### src/rtl/rv32v_hazard_unit.sv
// rv32v_hazard_unit: pipeline hazard controller for the RV32V core.
// Drives the per-stage stall/flush controls from stage busy/valid indications,
// tracks vector instructions between decode hand-off and ROB completion,
// serializes CSR writes against outstanding vector work and sequences
// exception flushes.
// Ports:
//   CLK, nRST                      clock, async active-low reset
//   busy_f1/f2/dec/ex/mem          stage cannot accept/advance
//   decode/execute/memory/writeback_ena  stage holds a valid instruction
//   csr_update                     memory stage committing a CSR write (level)
//   exception_v                    exception at memory (single-cycle)
//   v_busy                         vector decode latch occupied
//   v_done                         ROB completion pulse per vector instruction
//   stall_f1/f2/dec/ex/mem         hold stage register (combinational)
//   flush_f1/f2/dec/ex/mem         invalidate stage register (combinational)
//   v_decode_done                  registered pulse: vector released by decode
module rv32v_hazard_unit #(
    parameter int unsigned MAX_VOUT = 4
) (
    input  logic CLK,
    input  logic nRST,
    input  logic busy_f1,
    input  logic busy_f2,
    input  logic busy_dec,
    input  logic busy_ex,
    input  logic busy_mem,
    input  logic decode_ena,
    input  logic execute_ena,
    input  logic memory_ena,
    input  logic writeback_ena,
    input  logic csr_update,
    input  logic exception_v,
    input  logic v_busy,
    input  logic v_done,
    output logic stall_f1,
    output logic stall_f2,
    output logic stall_dec,
    output logic stall_ex,
    output logic stall_mem,
    output logic flush_f1,
    output logic flush_f2,
    output logic flush_dec,
    output logic flush_ex,
    output logic flush_mem,
    output logic v_decode_done
);

    localparam int unsigned CW = $clog2(MAX_VOUT + 1);

    typedef enum logic [1:0] {
        RUN       = 2'd0,
        CSR_WAIT  = 2'd1,
        CSR_FLUSH = 2'd2,
        EXC_FLUSH = 2'd3
    } state_t;

    state_t          state, state_nxt;
    logic [CW-1:0]   vcnt, vcnt_nxt;
    logic            v_busy_q;
    logic            vfull;
    logic            vcnt_zero;
    logic            run_mem, run_ex, run_dec, run_f2, run_f1;
    logic            vdd_nxt;
    logic            cnt_inc, cnt_dec;

    // Memory/writeback valids do not gate any hazard today; kept on the port list.
    logic            unused_ena;
    assign unused_ena = memory_ena ^ writeback_ena;

    assign vfull     = (vcnt == CW'(MAX_VOUT));
    assign vcnt_zero = (vcnt == '0);

    // Backpressure chain used in RUN and EXC_FLUSH.
    assign run_mem = busy_mem;
    assign run_ex  = run_mem | (busy_ex & execute_ena);
    assign run_dec = run_ex | (busy_dec & decode_ena) | v_busy | (vfull & decode_ena);
    assign run_f2  = run_dec | busy_f2;
    assign run_f1  = run_f2 | busy_f1;

    // Next-state and stall/flush decode; exception overrides everything.
    always_comb begin
        state_nxt = state;
        stall_mem = run_mem;
        stall_ex  = run_ex;
        stall_dec = run_dec;
        stall_f2  = run_f2;
        stall_f1  = run_f1;
        flush_f1  = 1'b0;
        flush_f2  = 1'b0;
        flush_dec = 1'b0;
        flush_ex  = 1'b0;
        flush_mem = 1'b0;

        case (state)
            RUN: begin
                if (csr_update) begin
                    state_nxt = vcnt_zero ? CSR_FLUSH : CSR_WAIT;
                end
            end
            CSR_WAIT: begin
                {stall_f1, stall_f2, stall_dec, stall_ex, stall_mem} = 5'b11111;
                if (vcnt_zero) begin
                    state_nxt = CSR_FLUSH;
                end
            end
            CSR_FLUSH: begin
                {stall_f1, stall_f2, stall_dec, stall_ex, stall_mem} = 5'b00000;
                {flush_f1, flush_f2, flush_dec, flush_ex} = 4'b1111;
                state_nxt = RUN;
            end
            EXC_FLUSH: begin
                // Kill fetch responses still in flight; a flush beats a stall.
                flush_f1  = 1'b1;
                flush_f2  = 1'b1;
                stall_f1  = 1'b0;
                stall_f2  = 1'b0;
                state_nxt = RUN;
            end
            default: state_nxt = RUN;
        endcase

        if (exception_v) begin
            {stall_f1, stall_f2, stall_dec, stall_ex, stall_mem} = 5'b00000;
            {flush_f1, flush_f2, flush_dec, flush_ex, flush_mem} = 5'b11111;
            state_nxt = EXC_FLUSH;
        end
    end

    // Hand-off pulse; an excepting cycle flushes the instruction, so no release.
    assign vdd_nxt = v_busy_q & ~v_busy & ~stall_dec & ~exception_v;

    // Outstanding vector counter: saturates at MAX_VOUT, ignores v_done at zero.
    assign cnt_inc = v_decode_done;
    assign cnt_dec = v_done & ~vcnt_zero;

    always_comb begin
        vcnt_nxt = vcnt;
        if (exception_v) begin
            vcnt_nxt = '0;
        end else if (cnt_inc && !cnt_dec && !vfull) begin
            vcnt_nxt = vcnt + CW'(1);
        end else if (cnt_dec && !cnt_inc) begin
            vcnt_nxt = vcnt - CW'(1);
        end
    end

    // State, counter and hand-off registers.
    always_ff @(posedge CLK or negedge nRST) begin
        if (!nRST) begin
            state         <= RUN;
            vcnt          <= '0;
            v_busy_q      <= 1'b0;
            v_decode_done <= 1'b0;
        end else begin
            state         <= state_nxt;
            vcnt          <= vcnt_nxt;
            v_busy_q      <= exception_v ? 1'b0 : v_busy;
            v_decode_done <= vdd_nxt;
        end
    end

endmodule

### config.mk
export PLATFORM = sky130hd
export DESIGN_NAME = rv32v_hazard_unit
export DESIGN_NICKNAME = d
export VERILOG_FILES = /design/src/rtl/rv32v_hazard_unit.sv
export SDC_FILE = /design/constraint.sdc
export NUM_CORES = 1
export LEC_CHECK = 0
export CAP_MARGIN = 40
export CORE_AREA = 2 2 39 41
export DETAILED_ROUTE_END_ITERATION = 6
export DIE_AREA = 0 0 41 43
export DONT_BUFFER_PORTS = 1
export PLACE_DENSITY_LB_ADDON = 0.15
export SYNTH_ARGS = -nofsm -noshare
export SYNTH_HDL_FRONTEND = slang
export SYNTH_SLANG_ARGS = --single-unit
### constraint.sdc
create_clock -name CLK -period 2.06 [get_ports CLK]
set_input_delay 0.412 -clock CLK [delete_from_list [all_inputs] [get_ports CLK]]
set_output_delay 0.412 -clock CLK [all_outputs]
set_load 0.02 [all_outputs]
# After elaboration in Yosys (flattened, before gate mapping)
# Cells that the tools add are included.
# totals
out_inout_bits	11
word_cells	64
regBits	7
input_bits	15
# classes
n_eq_ne	6
n_mux	24
bitwise	17
addsub	2
reduce_logical	11
# ops
operator	count
1-bit two-way mux	11
1-bit one-hot mux with 2 select lines	5
3-bit two-way mux	3
2-bit two-way mux	4
1-bit bitwise AND	7
3-bit != test (second input constant)	2
1-bit OR	6
2-bit one-hot mux with 3 select lines	1
2-bit == test (second input constant)	2
1-bit inverter	4
3-bit by 1-bit adder with 3-bit output (second input constant)	1
3-bit == test (second input constant)	1
1-bit logical AND	3
1-bit logical NOT	3
3-bit logical NOT	1
3-bit nonzero test	1
3-bit by 1-bit subtractor with 3-bit output (second input constant)	1
2-bit by 1-bit == test with 1-bit output (second input constant)	1
2-bit logical NOT	1
2-bit AND reduction	1
2-bit OR reduction	1

# Logic depth before layout (Yosys ltp)
# Gate-level depths: netlist of the first run.
# logic_depth
depth_word	10
depth_mapped	7
mapped_depth_nobuf	6

# Worst setup path after synthesis of the first run
# Ideal clock, no wire load.
# synth_timing
path_kind	reg-to-output
startpoint	register state[0]
endpoint	output port stall_dec
path_stages_with_launch	5
arrival_ps	1534
path_buffers	0
slack_ps	114
required_ps	1648
path_cell_list	dfrtp_1 > inv_1 > ha_1 > nor2b_1 > a311oi_1
# synth_between
elab_chain_cells	3
word_cells_on_any_way	4
cone_classes	eq/ne (2); mux (2)
# synth_lines
item	line	rtl
start: declaration	57	state_t state, state_nxt;
start signal: assignment	155	state <= state_nxt;
2-bit == test / 2-bit by 1-bit == test with 1-bit output (equally long branches)	94	case (state)
1-bit one-hot mux with 2 select lines (*)	94	
1-bit two-way mux (*)	122	if (exception_v) begin
end: declaration	37	output logic stall_dec,
# Mark *: on every way between the ends. The rest lies on a longest branch, timed or not.

# Final worst setup path of the first run
# layout_timing
startpoint	register state[0]
endpoint	output port stall_ex
# layout_between
elab_chain_cells	3
word_cells_on_any_way	4
cone_classes	eq/ne (2); mux (2)
# layout_lines
item	line	rtl
2-bit == test / 2-bit by 1-bit == test with 1-bit output (equally long branches)	94	
1-bit one-hot mux with 2 select lines (*)	94	
1-bit two-way mux (*)	122	
end: declaration	38	output logic stall_ex,
# Marked as above.

==> metrics, run 1 <==
Synth Instances=74; Synth Flop Type=dfrtp_1; Num Clock Sinks=7; worst rel slew slack=0.7452; Achievable Freq=between 500 and 600 MHz; critical path required time=between 1.5 and 2 ns; Worst path max stage delay=0.42 ns; synth warn=0; final hold vios=0; Final Critical Period=about 2.0 ns; initial antenna violation count=0; Startpoint Class=register; ys async rst share=1.000; fill cell count=133; storage element area=about 180 µm²; Ant. Diodes=0; clock skew=roughly 0.011 ns; clk_lat worst skew=between 0.2 and 0.3 ns; DP Worst Slack=roughly 0.21 ns; Distinct cells, synth=34; GRT Total Usage=0.1749; maximum vdd drop=approximately 0.63 mV; area of the core=between 1000 and 1500 µm²; I/O Pins=26; initial core utilization=0.4720; clock root cell=clkbuf_4; CTS tree=yes; Vias/cell=5.684; RD Place Congestion=approximately 0.72; Die H=roughly 43 µm; Die Width=41 µm; Setup CP Type=reg2out; share of the synthesized area in the top cell type=0.2682; CP arrival=roughly 1.6 ns; Post-synth top cells=nor2_1 (9), dfrtp_1 (7), ha_1 (5), inv_1 (5), nor2b_1 (4); final WL=around 1.4 mm; global-route wire length before repair=around 2.1 mm; Worst path slowest cell=dfrtp_1; HPWL after detailed placement=987.1 µm; post-route antenna net violation count=0; num rows=14; grt ovf=0; sequential share of the synthesized area=0.2682; Avg Cell Area, Syn=8.826 µm²; post-DR wirelength/cell=around 14 µm; Area Growth Syn to Fin=17.62%; H-tree levels=1; post-synthesis instance area=approximately 650 µm²; Pwr Density=1172 nW/µm²; CP cell instances=inv_2, ha_4, nor2b_1, a211oi_1, buf_4; drt drc=0; Die ar.=1763 µm²; PortBufs=0; Synth Net Count=between 90 and 100; vias in the first global route=493; Area contributors post-synth=dfrtp_1 (27%), ha_1 (9.6%), nor2_1 (5.2%); Final Cycle Share=0.9636; Pre-antenna DRT Iters=4; Worst Tran Pin Value=about 0.38 ns; Min-Delay Path Class=in2reg; number of synthesized flops with an enable pin=0; footprint of the multi-input gates=449.2 µm²; initial DRC count=8; fraction of layout cells with a size suffix above 1=0.2927; post-layout net count=104; Overall Power=around 0.9 mW; Max Root-Sink Buffers=2; largest net degree at the start of global routing=17; CTS buffer count=3; status=finished, final reports clean; Max Slew Vio Count=0; Synth Register Bits=7; worst-path fanout max=4; routed via count=about 560; most frequent cell after synthesis=nor2_1; Pleak=between 0.3 and 0.4 nW; total of max-cap violations=0; final worst-path setup slack=between 0.07 and 0.08 ns; post-synth top area cell=dfrtp_1; final setup fails=0; clock edge transition at the registers on the reported setup and hold paths=around 0.06 ns; Critical Path Sink Type=primary output
[power by group]
part	switching, mW	internal (mW)	total, mW	leakage, nW
combinational	0.286	0.254	0.540	0.235
sequential	0.0600	0.175	0.235	0.0882
clock	0.0521	0.0740	0.126	0.0150
total	0.398	0.503	0.901	0.338
[cell type report]
class	instances	share of cell area
clock buffers	4	0.03420
inverters	5	0.02443
multi-input cells	56	0.5847
flip-flops and latches	7	0.2296
well taps	16	0.02606
repair buffers	10	0.1010
[sequential cells by signal, summed over array words and instances (netlist names)]
register	count
vcnt	3
state	2
v_busy_q	1
v_decode_done	1
[through the flow]
step                setup TNS, ns  cells  hold slack [ns]  instance area [µm²]  utilization
floorplan                       0     74           0.1164                653.1            -
global placement                0     90           0.1166                675.6       0.4882
detailed placement              0     90           0.1166                675.6       0.4882
CTS                             0     95           0.2207                732.0       0.5289
global route             -0.02312     98           0.2077                768.2       0.5552
finish                          0     98           0.2288                768.2       0.5552
[logic make-up (layout without fill, tap and decap cells)]
| group | Yosys count | in the layout | share of synthesized area |
|---|---|---|---|
| AO/OA/AOI/OAI | 20 | 20 | 0.2261 |
| XOR/XNOR | 1 | 1 | 0.01341 |
| adder cells (fa/ha/maj) | 6 | 6 | 0.1264 |
| buffers and inverters | 11 | 19 | 0.09386 |
| flip-flops | 7 | 7 | 0.2682 |
| multiplexers | 3 | 3 | 0.04981 |
| AND/OR/NAND/NOR | 26 | 26 | 0.2222 |
[worst paths after layout]
kind,from,to,slack [ns],depth (start not counted)
max in group asynchronous,nRST,vcnt[0],1.30,1
min in group asynchronous,nRST,state[0],0.49,1
worst min-delay path,exception_v,vcnt[2],0.23,1
worst min register to register,state[1],state[1],0.64,2
worst max register to register,vcnt[1],vcnt[2],0.25,6
worst max-delay path,state[0],stall_ex,0.08,5
[timing repair]
item                                   4_1_cts  5_1_grt
pin swaps                                    0        2
hold buffers                                 1        0
setup endpoints to repair                    3        4
gates resized for setup                      4        6
setup buffers                                0        3
endpoints found under the hold margin        7        0
[critical path, delay by kind of cell (launching register included)]
family	cells	cell delay, ns
flops	1	0.42
fa+ha+maj	1	0.22
simple gates	1	0.15
buf+inv	2	0.31
compound gates	1	0.22
[metal layers]
layer  vias to the layer above  global-route usage  part of all wire
met5                         -                   0                 0
met4                         0             0.02000                 0
met3                         0             0.09948             0.072
met2                        21              0.2469              0.45
met1                       255              0.2368              0.48
li1                        281                   -                 -
[layout by cell type (no fill, tap or decap), types with 2 or more instances in the layout]
master / synthesis / routed
nor2_1: 9 / 9
buf_4: 3 / 9
dfrtp_1: 7 / 6
nor2b_1: 4 / 4
a21oi_1: 3 / 3
inv_1: 5 / 3
a31oi_1: 3 / 3
nor3_1: 3 / 3
clkbuf_4: 0 / 3
nor3b_1: 3 / 2
inv_2: 0 / 2
a211oi_1: 2 / 2
nand2b_1: 2 / 2
o21bai_1: 2 / 2
mux2_2: 2 / 2
nand3b_1: 2 / 2
ha_2: 0 / 2
ha_1: 5 / 2
No activity file was read; power rests on OpenSTA's default activity.
==> inputs of run 2 (changes only) <==
--- a/config.mk
+++ b/config.mk
@@ -5,7 +5,7 @@
 export SDC_FILE = /design/constraint.sdc
 export NUM_CORES = 1
 export LEC_CHECK = 0
-export CAP_MARGIN = 40
+export CAP_MARGIN = 20
 export CORE_AREA = 2 2 39 41
 export DETAILED_ROUTE_END_ITERATION = 6
 export DIE_AREA = 0 0 41 43
==> constraint.sdc (replaced) <==
create_clock -name CLK -period 2.2 [get_ports CLK]
set_input_delay 0.44 -clock CLK [delete_from_list [all_inputs] [get_ports CLK]]
set_output_delay 0.44 -clock CLK [all_outputs]
set_load 0.02 [all_outputs]
==> run 2 against run 1 <==
  * Register-to-register slack improved by 0.12 ns
  * Clock-buffer cell count unchanged
  * Total power decreased by 8.8%
  * Final cell count decreased by 4.1%
  * Clock power decreased by 7%
  * Largest cell class unchanged
  * Wire length decreased by 0.22%
  * Highest routed layer unchanged
  * Sequential share of layout area increased by 1.0 points
  * Non-clock buffer count decreased by 4
  * Clock skew decreased by 0.0020 ns
==> metrics, run 2 (same netlist as run 1, synthesis figures left out) <==
PortBufs=0 (unchanged); Post-Layout Cell Count=94 (-4.1%); CP arrival=1.62 ns (+0.05 ns); RSZ-0062 raised after global routing=false; clk_lat worst skew=0.25 ns (about the same); Top reg by flops=vcnt; Startpoint Class=register; Buf+Inv Stages, Crit Path=1 (-1); GRT Total Usage=0.1838 (+0.008914); num rows=14 (unchanged); Worst path slowest cell=dfrtp_1; Pwr Density=1126 nW/µm² (-3.9%); final setup fails=0 (unchanged); Worst Tran Pin Value=0.5085 ns (+0.1264 ns); drt drc=0 (unchanged); fraction of layout cells with a size suffix above 1=0.2179 (-0.07473); Vias/cell=5.915 (+4.1%); delay-heaviest family, CP=compound AO/OA/AOI/OAI gates; final hold vios=0 (unchanged); leading cell type in the layout, fill and taps excluded=nor2_1; Die ar.=1763 µm² (unchanged); max FFs per register=3 (unchanged); top flop regs=vcnt x3, state x2; post-DR wirelength/cell=14.35 µm (+4.0%); most frequent cells in the layout=nor2_1 (9), dfrtp_1 (7), buf_4 (5); Setup CP Type=reg2out; Overall Power=0.8217 mW (-8.8%); Max Slew Vio Count=0 (unchanged); Critical Path Sink Type=primary output; Final Core Density=0.5271 (-0.02803); status=finished, final reports clean; initial DRC count=7 (-1); vias in the first global route=535 (+8.5%); maximum vdd drop=0.5878 mV (-6.2%); Num Clock Sinks=7 (unchanged); grt ovf=0 (unchanged); clock edge transition at the registers on the reported setup and hold paths=0.06 ns (about the same); I/O Pins=26 (unchanged); Die H=43 µm (unchanged); Final Cycle Share=0.9370; area of the core=1384 µm² (unchanged); worst rel slew slack=0.6594 (-0.08582); setup_tns=0 ns (unchanged); routed via count=556 (-0.18%); clock root cell=clkbuf_4; area post-placement=660.6 µm² (-2.2%); Final Critical Period=approximately 2 ns; Min-Delay Path Class=in2reg; critical path required time=1.76 ns (+0.11 ns); initial core utilization=0.4720 (unchanged); largest net degree at the start of global routing=17 (unchanged); post-route antenna net violation count=0 (unchanged); Die Width=41 µm (unchanged); Area Growth Syn to Fin=11.69%; H-tree levels=1 (unchanged); CTS tree=yes; global-route wire length before repair=2.201 mm (+4.6%); Worst path max stage delay=0.45 ns (+0.03 ns); final hold slack=0.2532 ns (+0.02442 ns); Pre-antenna DRT Iters=4 (unchanged); RD Place Congestion=0.7684 (+6.0%); total of max-cap violations=0 (unchanged); initial antenna violation count=0 (unchanged); Post-Layout Inst Area=729.5 µm² (-5.0%); Inst Count DP=88 (-2.2%); post-layout net count=100 (-3.8%); Achievable Freq=485.1 MHz; CTS buffer count=3 (unchanged); final WL=1.349 mm (-0.22%); clock skew=0.008752 ns (-0.001963 ns); Pleak=0.3244 nW (-4.1%); Ant. Diodes=0 (unchanged); DP Worst Slack=0.3020 ns (+0.09700 ns); final worst-path setup slack=0.1385 ns (+0.06344 ns); HPWL after detailed placement=1.049 mm (+6.3%); worst-path fanout max=7 (+3); CP cell instances=nor3b_2, o21ai_0, a311oi_1, buf_4; Max Root-Sink Buffers=2 (unchanged)
## run 2: cell type report
| class | instances | area (µm²) |
|---|---|---|
| Multi-Input combinational cell | 56 | 441.7 |
| Tap cell | 16 | 20.02 |
| Clock buffer | 4 | 26.28 |
| Fill cell | 136 | 654.4 |
| Timing Repair Buffer | 6 | 47.55 |
| Inverter | 5 | 18.77 |
| Sequential cell | 7 | 175.2 |
## run 2: repair_timing
| action | 4_1_cts | 5_1_grt |
|---|---|---|
| resized for setup | 0 | 5 |
| endpoints found under the hold margin | 7 | 0 |
| hold buffers | 1 | 0 |
| setup buffers | 0 | 1 |
| setup endpoints to repair | 0 | 4 |
## run 2: path summary, 6_finish.rpt
kind / slack [ns] / endpoint / cells after the start / startpoint
worst max-delay path: 0.14 / stall_dec / 4 / vcnt[1]
worst min-delay path: 0.25 / vcnt[2] / 1 / exception_v
worst max register to register: 0.37 / vcnt[2] / 6 / vcnt[1]
worst min register to register: 0.62 / state[1] / 2 / state[1]
max in group asynchronous: 1.40 / v_busy_q / 1 / nRST
min in group asynchronous: 0.53 / state[1] / 1 / nRST
## run 2: layer usage
metal / global-route usage / share of wire / vias up
met5: 0 / 0 / -
met4: 0.02000 / 0 / 0
met3: 0.09424 / 0.058 / 0
met2: 0.2813 / 0.48 / 18
met1: 0.2328 / 0.46 / 265
li1: - / - / 273
## run 2: power by group
group,switching [mW],internal [mW],leakage [nW]
clock,0.0478,0.0693,0.0150
combinational,0.274,0.225,0.220
sequential,0.0437,0.162,0.0897
==> inputs of run 3 (changes only) <==
--- a/config.mk
+++ b/config.mk
@@ -10,7 +10,6 @@
 export DETAILED_ROUTE_END_ITERATION = 6
 export DIE_AREA = 0 0 41 43
 export DONT_BUFFER_PORTS = 1
-export PLACE_DENSITY_LB_ADDON = 0.15
 export SYNTH_ARGS = -nofsm -noshare
 export SYNTH_HDL_FRONTEND = slang
 export SYNTH_SLANG_ARGS = --single-unit
==> run 3 against run 2 <==
  * Global-route usage shrank 1.3 points
  * Register-to-register slack better by 0.04 ns
  * First-iteration DRC count fell by 14%
  * Sequential share of layout area is 1.1 points higher
  * Clock-buffer cell count is the same
  * Clock skew shrank 0.0063 ns
==> metrics, run 3 (same netlist as run 1, synthesis figures left out) <==
worst-path fanout max=4 (-3); largest net degree at the start of global routing=17 (unchanged); clk_lat worst skew=0.25 ns (about the same); drt drc=0 (unchanged); Area Growth Syn to Fin=7.663%; CP cell instances=inv_1, ha_4, nor2b_1, a311oi_1, buf_4; setup bufs post-CTS=0 (unchanged); post-layout net count=97 (-3.0%); area post-placement=645.6 µm² (-2.3%); Max Slew Vio Count=0 (unchanged); worst rel slew slack=0.6649 (+0.005454); Setup CP Type=reg2out; max FFs per register=3 (unchanged); footprint of the multi-input gates=436.7 µm² (-1.1%); global-route wire length before repair=2.090 mm (-5.0%); GRT Total Usage=0.1706 (-0.01328); area of the core=1384 µm² (unchanged); PortBufs=0 (unchanged); I/O Pins=26 (unchanged); RSZ-0062 raised after global routing=false; top flop regs=vcnt x3, state x2; HPWL after detailed placement=939.2 µm (-10%); maximum vdd drop=0.5870 mV (-0.12%); status=finished, final reports clean; initial DRC count=6 (-1); CP arrival=1.63 ns (about the same); initial antenna violation count=0 (unchanged); Die Width=41 µm (unchanged); num rows=14 (unchanged); Vias/cell=5.901 (-0.23%); final hold vios=0 (unchanged); critical path required time=1.76 ns (about the same); RD Place Congestion=0.7946 (+3.4%); Min-Delay Path Class=in2reg; Worst path slowest cell=dfrtp_1; H-tree levels=1 (unchanged); Die ar.=1763 µm² (unchanged); Die H=43 µm (unchanged); clock skew=0.002438 ns (-0.006314 ns); Pleak=0.3079 nW (-5.1%); post-route antenna net violation count=0 (unchanged); CTS tree=yes; post-DR wirelength/cell=13.62 µm (-5.1%); Ant. Diodes=0 (unchanged); Max Root-Sink Buffers=2 (unchanged); Final Critical Period=2.074 ns (+0.01208 ns); Pwr Density=1108 nW/µm² (-1.6%); routed via count=537 (-3.4%); grt ovf=0 (unchanged); final setup fails=0 (unchanged); Post-Layout Inst Area=703.2 µm² (-3.6%); fraction of layout cells with a size suffix above 1=0.1733 (-0.04462); total of max-cap violations=0 (unchanged); storage element area=176.4 µm² (+0.71%); initial core utilization=0.4720 (unchanged); most frequent cells in the layout=nor2_1 (9), dfrtp_1 (6), inv_1 (5); Critical Path Sink Type=primary output; Overall Power=0.7792 mW (-5.2%); Worst path max stage delay=0.40 ns (-0.05 ns); clock edge transition at the registers on the reported setup and hold paths=0.05 ns (about the same); setup_tns=0 ns (unchanged); final WL=1.239 mm (-8.2%); Startpoint Class=register; clock root cell=clkbuf_4; Num Clock Sinks=7 (unchanged); Top reg by flops=vcnt; vias in the first global route=504 (-5.8%); fill cell count=141 (+3.7%); Worst Tran Pin Value=0.5004 ns (-0.008142 ns); Final Cycle Share=0.9425 (+0.005492); CTS buffer count=3 (unchanged); Pre-antenna DRT Iters=2 (-2); Achievable Freq=482.3 MHz (-0.58%); leading cell type in the layout, fill and taps excluded=nor2_1
==> run 3: changes by cell type in the layout (fill, tap and decap cells not counted), sizes merged <==
| cell | change |
|---|---|
| buf | -3 |
==> run 3: worst max-delay path: cells and delay by family, from the launching register on <==
| kind | cells | cell delay, ns |
|---|---|---|
| buf+inv | 2 | 0.36 |
| simple gates | 1 | 0.15 |
| fa+ha+maj | 1 | 0.24 |
| flops | 1 | 0.40 |
| compound gates | 1 | 0.23 |
==> run 3: path summary, 6_finish.rpt <==
path / startpoint / end / slack (ns) / cells past startpoint
worst min-delay path: exception_v / vcnt[2] / 0.25 / 1
worst max register to register: vcnt[1] / vcnt[2] / 0.41 / 6
worst min register to register: state[1] / state[1] / 0.62 / 2
worst max-delay path: state[0] / stall_dec / 0.13 / 5
max in group asynchronous: nRST / vcnt[2] / 1.41 / 1
min in group asynchronous: nRST / state[1] / 0.53 / 1
==> run 3: metal layers <==
metal	track usage	wire [µm]	up-vias
met2	0.2625	621	13
met4	0	0	0
met5	0	0	-
met3	0.09424	67	0
met1	0.2200	550	260
li1	-	-	264
==> run 3: what timing repair did <==
item / CTS / global route
gates cloned: 0 / 0
resized for setup: 1 / 4
endpoints found under the hold margin: 7 / 0
setup endpoints to repair: 1 / 4
hold buffers: 1 / 0
pin swaps: 0 / 1
==> run 3: area by class of cell <==
cell class                 count  share of cell area
tap                           16             0.02847
clock buffer                   4             0.03737
inverter                       5             0.02669
timing repair buffer           3             0.03559
sequential                     7              0.2509
multi-input combinational     56              0.6210
==> run 3: power by group <==
part / total (mW) / leakage (nW) / switching, mW / internal [mW]
combinational: 0.441 / 0.205 / 0.243 / 0.198
sequential: 0.224 / 0.0881 / 0.0606 / 0.164
clock: 0.114 / 0.0150 / 0.0449 / 0.0690
==> run 3: stage by stage <==
| step | util | instances | hold WS (ns) | worst slack [ns] |
|---|---|---|---|---|
| 5_1_grt | 0.5081 | 91 | 0.2321 | 0.001265 |
| 4_1_cts | 0.4964 | 91 | 0.2405 | 0.01091 |
| 6_report | 0.5081 | 91 | 0.2459 | 0.1264 |
| 2_1_floorplan | - | 74 | 0.1444 | 0.2260 |
| 3_3_place_gp | 0.4665 | 86 | 0.1446 | 0.3238 |
| 3_5_place_dp | 0.4665 | 86 | 0.1446 | 0.2836 |
